$ cat config.mk
export PLATFORM = sky130hd
export DESIGN_NAME = ssp_uart_access_arb
export DESIGN_NICKNAME = d
export VERILOG_FILES = /design/src/rtl/ssp_uart_access_arb.sv
export SDC_FILE = /design/constraint.sdc
export NUM_CORES = 1
export LEC_CHECK = 0
export ABC_CLOCK_PERIOD_IN_PS = 4200
export CAP_MARGIN = 20
export CORE_MARGIN = 3
export CORE_UTILIZATION = 46
export DETAILED_ROUTE_END_ITERATION = 6
export PLACE_DENSITY = 0.84
export SYNTH_ARGS = -nofsm -noshare
export SYNTH_HDL_FRONTEND = slang
export SYNTH_SLANG_ARGS = --single-unit
$ cat constraint.sdc
create_clock -name Clk -period 4.2 [get_ports Clk]
set_clock_uncertainty 0.15 [all_clocks]
set_input_delay 0.63 -clock Clk [delete_from_list [all_inputs] [get_ports Clk]]
set_output_delay 0.63 -clock Clk [all_outputs]
set_load 0.05 [all_outputs]
$ cat src/rtl/ssp_uart_access_arb.sv
// Two-requester arbiter for the ssp_uart register port. Each grant runs one
// SETUP/STROBE/ACK access, then an optional idle gap before re-arbitrating.
module ssp_uart_access_arb #(
    parameter int unsigned GAP_CYCLES = 1,
    parameter bit          FIXED_PRIO = 1'b0
) (
    input  logic        Clk,
    input  logic        Rst,
    input  logic        m0_req,
    input  logic        m0_wnr,
    input  logic [2:0]  m0_ra,
    input  logic [11:0] m0_di,
    output logic        m0_ack,
    output logic [11:0] m0_do,
    input  logic        m1_req,
    input  logic        m1_wnr,
    input  logic [2:0]  m1_ra,
    input  logic [11:0] m1_di,
    output logic        m1_ack,
    output logic [11:0] m1_do,
    output logic        SSP_SSEL,
    output logic [2:0]  SSP_RA,
    output logic        SSP_WnR,
    output logic [11:0] SSP_DI,
    output logic        SSP_EOC,
    input  logic [11:0] SSP_DO,
    output logic        busy,
    output logic        gnt_id
);

    typedef enum logic [2:0] {IDLE, SETUP, STROBE, ACK, GAP} state_t;

    // Reload value for the gap counter; only used when the GAP state exists.
    localparam logic [3:0] GapLoad = 4'(GAP_CYCLES - 1);

    state_t      state_q;
    logic [3:0]  gapCnt_q;
    logic        lastGnt_q;
    logic        gntId_q;
    logic        busy_q;
    logic        sspSsel_q;
    logic        sspWnr_q;
    logic        sspEoc_q;
    logic [2:0]  sspRa_q;
    logic [11:0] sspDi_q;
    logic        m0Ack_q;
    logic        m1Ack_q;
    logic [11:0] m0Do_q;
    logic [11:0] m1Do_q;
    logic        winner_d;

    // A lone requester always wins; a tie goes to m0 or alternates.
    always_comb begin
        winner_d = m1_req;
        if (m0_req && m1_req) begin
            winner_d = FIXED_PRIO ? 1'b0 : ~lastGnt_q;
        end
    end

    always_ff @(posedge Clk or posedge Rst) begin
        if (Rst) begin
            state_q   <= IDLE;
            gapCnt_q  <= 4'd0;
            lastGnt_q <= 1'b1;
            gntId_q   <= 1'b0;
            busy_q    <= 1'b0;
            sspSsel_q <= 1'b0;
            sspWnr_q  <= 1'b0;
            sspEoc_q  <= 1'b0;
            sspRa_q   <= 3'd0;
            sspDi_q   <= 12'd0;
            m0Ack_q   <= 1'b0;
            m1Ack_q   <= 1'b0;
            m0Do_q    <= 12'd0;
            m1Do_q    <= 12'd0;
        end else begin
            m0Ack_q <= 1'b0;
            m1Ack_q <= 1'b0;
            case (state_q)
                IDLE: begin
                    if (m0_req || m1_req) begin
                        gntId_q   <= winner_d;
                        lastGnt_q <= winner_d;
                        sspWnr_q  <= winner_d ? m1_wnr : m0_wnr;
                        sspRa_q   <= winner_d ? m1_ra : m0_ra;
                        sspDi_q   <= winner_d ? m1_di : m0_di;
                        sspSsel_q <= 1'b1;
                        busy_q    <= 1'b1;
                        state_q   <= SETUP;
                    end
                end
                SETUP: begin
                    sspEoc_q <= 1'b1;
                    state_q  <= STROBE;
                end
                STROBE: begin
                    // SSP_WnR still holds the latched direction during STROBE.
                    if (!sspWnr_q) begin
                        if (gntId_q) m1Do_q <= SSP_DO;
                        else         m0Do_q <= SSP_DO;
                    end
                    if (gntId_q) m1Ack_q <= 1'b1;
                    else         m0Ack_q <= 1'b1;
                    sspSsel_q <= 1'b0;
                    sspWnr_q  <= 1'b0;
                    sspEoc_q  <= 1'b0;
                    state_q   <= ACK;
                end
                ACK: begin
                    if (GAP_CYCLES == 0) begin
                        busy_q  <= 1'b0;
                        state_q <= IDLE;
                    end else begin
                        gapCnt_q <= GapLoad;
                        state_q  <= GAP;
                    end
                end
                GAP: begin
                    if (gapCnt_q == 4'd0) begin
                        busy_q  <= 1'b0;
                        state_q <= IDLE;
                    end else begin
                        gapCnt_q <= gapCnt_q - 4'd1;
                    end
                end
                default: begin
                    busy_q  <= 1'b0;
                    state_q <= IDLE;
                end
            endcase
        end
    end

    assign m0_ack   = m0Ack_q;
    assign m1_ack   = m1Ack_q;
    assign m0_do    = m0Do_q;
    assign m1_do    = m1Do_q;
    assign SSP_SSEL = sspSsel_q;
    assign SSP_RA   = sspRa_q;
    assign SSP_WnR  = sspWnr_q;
    assign SSP_DI   = sspDi_q;
    assign SSP_EOC  = sspEoc_q;
    assign busy     = busy_q;
    assign gnt_id   = gntId_q;

endmodule

==> run_results.csv, run 1 <==
group,metric,value,unit
placement,number_of_input_and_output_port_buffers_inserted,93,
status,run_status,"completed",
setup_path,rr_startpoint,"state_q[0]$_DFFE_PP0P_",
floorplan,fp-row-count,25,
cts,cts_setup_buffers,0,
logic_synthesis,synth_top_area_share,56.5,%
global_routing,grt_usage,17.9,%
power_and_ir_drop,worst_ir_drop_vdd,0.000540,V
setup_path,worstSetupEndpointType,"flop",
global_routing,largest_net_degree_at_the_start_of_global_routing,33,
global_routing,grt_pass1_wl,8.47,mm
setup_path,required_time_of_the_critical_path,4.25,ns
placement,dpl.cell_count,319,
placement,postPlaceCellArea,3320,um2
sta,timing_max_transition_violations_final,0,
min_path,hold_depth,2,
sta,rsz0062_at_grt,"false",
detailed_routing,viasPerCell,5.01,
cts,clock-sinks,54,
logic_synthesis,ys_warn_count,0,
detailed_routing,vias,1637,
logic_synthesis,synth_largest_area_cell,"dfrtp_1",
logic_synthesis,yosys_register_bits,54,
logic_synthesis,ys_async_sr_fraction,100,%
floorplan,die_y,77.4,um
floorplan,core_region_area,4820,um2
setup_path,path_max_fanout,17,
sta,layout_setup_ws,1.69,ns
logic_synthesis,postSynthCellCount,166,
cts,clockRootBuffer,"clkbuf_8",
global_routing,global_route.overflow_total,0,
logic_synthesis,distinct_cell_type_count_after_synthesis,32,
cells_and_area,antenna_cells,0,
setup_path,crit-reg2reg-capture,"SSP_DI[0]$_DFFE_PP0P_",
detailed_routing,routedWlPerCell,15.0,um
setup_path,worst_r2r_path_depth,3,
sta,transition_at_the_pin_with_the_smallest_max_transition_slack,0.920,ns
sta,period_minus_slack,2.51,ns
logic_synthesis,yosysSeqAreaShare,57.7,%
sta,fmax,399,MHz
setup_path,crit_path_start,"m1_req",
setup_path,reg2reg_slack,1.84,ns
logic_synthesis,synth-main-ff-cell,"dfrtp_1",
global_routing,first_global_vias,1753,
sta,setup_viol,0,
detailed_routing,drt_pass1_iterations,4,
placement,finalWeightedCongestion,0.751,
setup_path,slowest_cell_on_the_critical_path,"a21boi_2",
floorplan,floorplan.io_pins,94,
sta,endpoints_failing_hold,0,
detailed_routing,postRouteWirelength,4.91,mm
cells_and_area,flow.area_growth_from_synthesis,45.4,%
setup_path,kind_of_critical_path,"input port to flop",
cells_and_area,nNetsFinal,308,
setup_path,worstPathCellList,"clkdlybuf4s50_1, a21boi_2, mux2_2, mux2_2",
cts,clock_tree.buffer_depth,2,
sta,relative_slew_slack,38.3,%
power_and_ir_drop,power_per_cell_area,887,nW/um2
floorplan,die_width,77.4,um
cells_and_area,final_area,3410,um2
detailed_routing,postRouteAntennaNets,0,
sta,holdWs,0.345,ns
sta,setup-tns-final,0,ns
logic_synthesis,synthesis.nets,215,
run,cap_viol_max_count,0,
power_and_ir_drop,p_leak,1.40,nW
floorplan,total_die_area,5990,um2
cts,cts_resized,0,
setup_path,critical-path-top-cell-by-count,"mux2_2",
setup_path,worstSetupEndpoint,"SSP_DI[0]$_DFFE_PP0P_",
detailed_routing,detailedRoute.firstIterationViolations,90,
cts,cts_hold_buffers_added,0,
logic_synthesis,post_synth_main_area_contributors,"dfrtp_1, mux2_2, o21ai_0",
logic_synthesis,postSynthAreaPerCell,14.1,um2
cts,clk_pin_slew_worst_paths,0.09,ns
logic_synthesis,synth_area,2350,um2
cts,tritoncts,"done",
setup_path,critical_path.startpoint_type,"input port",
detailed_routing,detail_route.drc_violations,0,
placement,post-place-ws,1.33,ns
global_routing,grt_antenna_before_repair,0,
sta,final.period_utilization,59.7,%
setup_path,crit_arrival,2.55,ns
cts,numCtsBuffers,5,
cts,clk-insertion-delay-late,0.30,ns
min_path,timing.hold.worst.class,"flop to flop",
setup_path,cp_slowest_stage_delay,0.74,ns
placement,place.detailed.hpwl,3.73,mm
cells_and_area,layout_cells_sized_above_1,26.2,%
cts,clock_tree.htree_level_count,2,
cells_and_area,instances_no_fill,327,
floorplan,initial_core_util,48.7,%
cells_and_area,layout_fillers,364,
logic_synthesis,synth_enable_flop_cells,0,
## through the flow
step	total power, mW	utilization (%)
detailed placement	2.75	68.9
CTS	3.05	70.8
finish	3.02	70.8
floorplan	2.18	-
global route	3.18	70.8
global placement	2.72	68.5
## cell families after synthesis
| family | after synthesis | synth area share, % |
|---|---|---|
| compound gates | 18 | 4.85 |
| xor+xnor | 1 | 0.373 |
| fa+ha+maj | 1 | 0.533 |
| buf+inv | 15 | 3.73 |
| flops | 54 | 57.7 |
| mux | 57 | 27.2 |
| simple gates | 20 | 5.65 |
## cells in the mapped netlist, drive strengths merged (2+ instances only)
master  count
nor3        3
nand2       5
nor2        3
o21ai       8
or3         2
a21oi       2
dfrtp      53
mux2i       3
mux2       54
a21boi      2
or3b        2
inv         7
buf         7
## cells in the final DEF (no fill, tap or decap), types with 2 or more instances in the layout
cell             count
a21oi_1              2
or3b_1               2
or3_1                2
nand2_1              5
o21ai_0              8
nor2_1               3
nor3_4               2
clkbuf_8             6
clkdlybuf4s50_1     93
mux2_2              54
dfrtp_1             53
mux2i_1              3
inv_1                6
## state kept, by name, indices dropped and copies added (netlist names)
name / count
SSP_DI: 12
SSP_EOC: 1
SSP_RA: 3
SSP_SSEL: 1
SSP_WnR: 1
busy: 1
gapCnt_q: 4
gnt_id: 1
lastGnt_q: 1
m0_ack: 1
m0_do: 12
m1_ack: 1
m1_do: 12
state_q: 3
## metal layers
layer  vias to the layer above  global-route usage, %  part of all wire, %  wire length [um]
li1                        774                      -                    -                 -
met5                         -                      0                    0                 0
met4                         0                   6.58                  2.1               103
met2                        57                   30.0                   50              2450
met1                       797                   21.5                   41              2010
met3                         9                   6.15                  7.1               347
## cell type report
cell class | instances | area (um2) | area share, %
Sequential cell | 54 | 1350 | 39.7
Timing Repair Buffer | 94 | 951 | 27.9
Multi-Input combinational cell | 97 | 906 | 26.6
Clock buffer | 7 | 86.3 | 2.53
Tap cell | 67 | 83.8 | 2.46
Inverter | 7 | 26.3 | 0.770
Clock inverter | 1 | 5.00 | 0.147
## power breakdown
part,switching [mW],total (mW),internal [mW]
combinational,1.11,1.81,0.695
clock,0.161,0.294,0.133
sequential,0.154,0.922,0.768
total,1.43,3.02,1.60
## worst min path at each step
stage	from	endpoint	slack [ns]
2_1_floorplan	gapCnt_q[0]$_DFFE_PP0P_	gapCnt_q[0]$_DFFE_PP0P_	0.32
3_3_place_gp	busy$_DFFE_PP0P_	busy$_DFFE_PP0P_	0.33
3_5_place_dp	SSP_SSEL$_DFFE_PP0P_	SSP_SSEL$_DFFE_PP0P_	0.32
4_1_cts	SSP_SSEL$_DFFE_PP0P_	SSP_SSEL$_DFFE_PP0P_	0.34
5_1_grt	gapCnt_q[0]$_DFFE_PP0P_	gapCnt_q[0]$_DFFE_PP0P_	0.36
6_report	SSP_SSEL$_DFFE_PP0P_	SSP_SSEL$_DFFE_PP0P_	0.34
## worst max-delay path, delay by kind of cell
| family | cells | cell delay, ns |
|---|---|---|
| AOI/OAI and AO/OA | 1 | 0.74 |
| buffers and inverters | 1 | 0.50 |
| muxes | 2 | 0.68 |
Note: power is estimated with default switching activity, not from simulation.
==> run 2, diff against run 1 <==
==> config.mk (replaced) <==
export PLATFORM = sky130hd
export DESIGN_NAME = ssp_uart_access_arb
export DESIGN_NICKNAME = d
export VERILOG_FILES = /design/src/rtl/ssp_uart_access_arb.sv
export SDC_FILE = /design/constraint.sdc
export NUM_CORES = 1
export LEC_CHECK = 0
export ABC_CLOCK_PERIOD_IN_PS = 2260
export CAP_MARGIN = 20
export CORE_MARGIN = 3
export CORE_UTILIZATION = 39
export DETAILED_ROUTE_END_ITERATION = 6
export PLACE_DENSITY = 0.76
export SYNTH_ARGS = -nofsm -noshare
export SYNTH_HDL_FRONTEND = slang
export SYNTH_SLANG_ARGS = --single-unit
==> constraint.sdc (replaced) <==
create_clock -name Clk -period 2.26 [get_ports Clk]
set_clock_uncertainty 0.15 [all_clocks]
set_input_delay 0.339 -clock Clk [delete_from_list [all_inputs] [get_ports Clk]]
set_output_delay 0.339 -clock Clk [all_outputs]
set_load 0.05 [all_outputs]
==> run_results.csv, run 2 (synthesis results as in run 1) <==
group,metric,value,unit
status,run_status,"completed",
sta,timing_max_transition_violations_final,0,
floorplan,core_region_area,5680,um2
sta,rsz0062_at_grt,"false",
setup_path,path_max_fanout,4,
cells_and_area,layout_commonest_cell,"clkdlybuf4s50_1",
sta,final.period_utilization,93.5,%
setup_path,rr_startpoint,"state_q[0]$_DFFE_PP0P_",
cells_and_area,top_library_cells_by_usage_in_the_layout_fill_and_taps_aside,"clkdlybuf4s50_1, mux2_2, dfrtp_1",
floorplan,total_die_area,6980,um2
cts,tritoncts,"done",
sta,fmax,473,MHz
placement,place.detailed.hpwl,3.97,mm
placement,finalWeightedCongestion,0.782,
cts,clockRootBuffer,"clkbuf_8",
floorplan,die_y,83.6,um
setup_path,timing.critical_path.depth,1,
cells_and_area,nNetsFinal,315,
setup_path,kind_of_critical_path,"flop to primary output",
floorplan,die_width,83.6,um
cts,clk-insertion-delay-late,0.30,ns
global_routing,met1_usage,19.5,%
min_path,timing.hold.worst.class,"input port to asynchronous set/reset pin",
cts,clock_tree.buffer_depth,2,
global_routing,grt_use_met2,26.5,%
cells_and_area,layout_fillers,447,
setup_path,worst_r2r_path_depth,4,
detailed_routing,detailedRoute.firstIterationViolations,36,
setup_path,critical_path.startpoint_type,"flop",
cts,cts_setup_buffers,0,
sta,transition_at_the_pin_with_the_smallest_max_transition_slack,0.517,ns
power_and_ir_drop,worst_ir_drop_vdd,0.000689,V
global_routing,global_route.overflow_total,0,
placement,number_of_input_and_output_port_buffers_inserted,93,
sta,holdWs,0.195,ns
cells_and_area,utilization_of_the_core_after_routing,61.8,%
setup_path,critPathTopFamily,"buffers and inverters",
cts,cts_hold_buffers_added,0,
setup_path,required_time_of_the_critical_path,1.77,ns
setup_path,reg2reg_slack,0.24,ns
setup_path,slowest_cell_on_the_critical_path,"clkdlybuf4s50_1",
sta,period_minus_slack,2.11,ns
cells_and_area,antenna_cells,0,
setup_path,worstSetupEndpointType,"primary output",
power_and_ir_drop,p_leak,1.44,nW
global_routing,largest_net_degree_at_the_start_of_global_routing,23,
sta,endpoints_failing_hold,0,
run,cap_viol_max_count,0,
cts,cts_resized,0,
global_routing,grt_util_met3,2.86,%
detailed_routing,postRouteAntennaNets,0,
cts,numCtsBuffers,5,
floorplan,fp-row-count,27,
global_routing,first_global_vias,1739,
sta,setup-tns-final,0,ns
cts,clock-sinks,54,
setup_path,crit-reg2reg-capture,"m0_do[10]$_DFFE_PP0P_",
global_routing,grt_usage,15.3,%
floorplan,initial_core_util,41.3,%
global_routing,grt_busiest_layer,"met2",
cells_and_area,layout_cells_sized_above_1,27.4,%
global_routing,grt_antenna_before_repair,0,
detailed_routing,drt_pass1_iterations,4,
setup_path,timing.critical_path.buf_inv,1,
detailed_routing,detail_route.drc_violations,0,
detailed_routing,routedWlPerCell,15.1,um
sta,setup_viol,0,
power_and_ir_drop,total_power,5.69,mW
detailed_routing,vias,1641,
cts,clk_pin_slew_worst_paths,0.09,ns
global_routing,grt_pass1_wl,8.72,mm
power_and_ir_drop,power_per_cell_area,1620,nW/um2
setup_path,worstPathCellList,"clkdlybuf4s50_1",
detailed_routing,postRouteWirelength,5.11,mm
detailed_routing,viasPerCell,4.86,
sta,relative_slew_slack,65.4,%
floorplan,floorplan.io_pins,94,
setup_path,crit_arrival,1.62,ns
cells_and_area,flow.area_growth_from_synthesis,49.4,%
setup_path,cp_slowest_stage_delay,0.85,ns
cts,clock_tree.htree_level_count,2,
[run 2: changes by cell type in the layout (fill, tap and decap cells not counted), sizes merged]
| cell | before | now |
|---|---|---|
| buf | 1 | 8 |
| clkinv | 1 | 0 |
[run 2: layout make-up]
class,instances,area (um2),area share (%)
flip-flops and latches,54,1350,38.6
repair buffers,101,1050,30.1
multi-input cells,97,906,25.8
well taps,72,90.1,2.57
clock buffers,7,76.3,2.18
inverters,7,26.3,0.750
[run 2: per-layer routing]
metal | up-vias | routed length [um]
li1 | 787 | -
met1 | 808 | 2180
met2 | 38 | 2690
met3 | 8 | 174
met4 | 0 | 58
met5 | - | 0
[run 2: how the worst max path moves through the flow]
stage	start	slack (ns)	to
floorplan	state_q[0]$_DFFE_PP0P_	0.32	m0_do[0]$_DFFE_PP0P_
global placement	m1_req	0.15	SSP_RA[0]$_DFFE_PP0P_
global route	SSP_WnR$_DFFE_PP0P_	0.10	SSP_WnR
detailed placement	m1_req	0.12	SSP_RA[0]$_DFFE_PP0P_
finish	SSP_WnR$_DFFE_PP0P_	0.15	SSP_WnR
CTS	SSP_WnR$_DFFE_PP0P_	0.13	SSP_WnR
[run 2: through the flow]
stage	std cells	cell area, um2	setup WS (ns)
after floorplan	166	2350	0.325
after global placement	331	3430	0.146
after detailed placement	331	3430	0.118
after CTS	338	3500	0.130
after global routing	338	3500	0.104
final	338	3500	0.146
[run 2: power breakdown]
part           leakage, nW  total, mW  switching, mW  internal (mW)
clock network       0.0383      0.499          0.285          0.214
registers            0.653       1.71          0.281           1.43
logic                0.750       3.48           2.09           1.39
total                 1.44       5.69           2.65           3.03
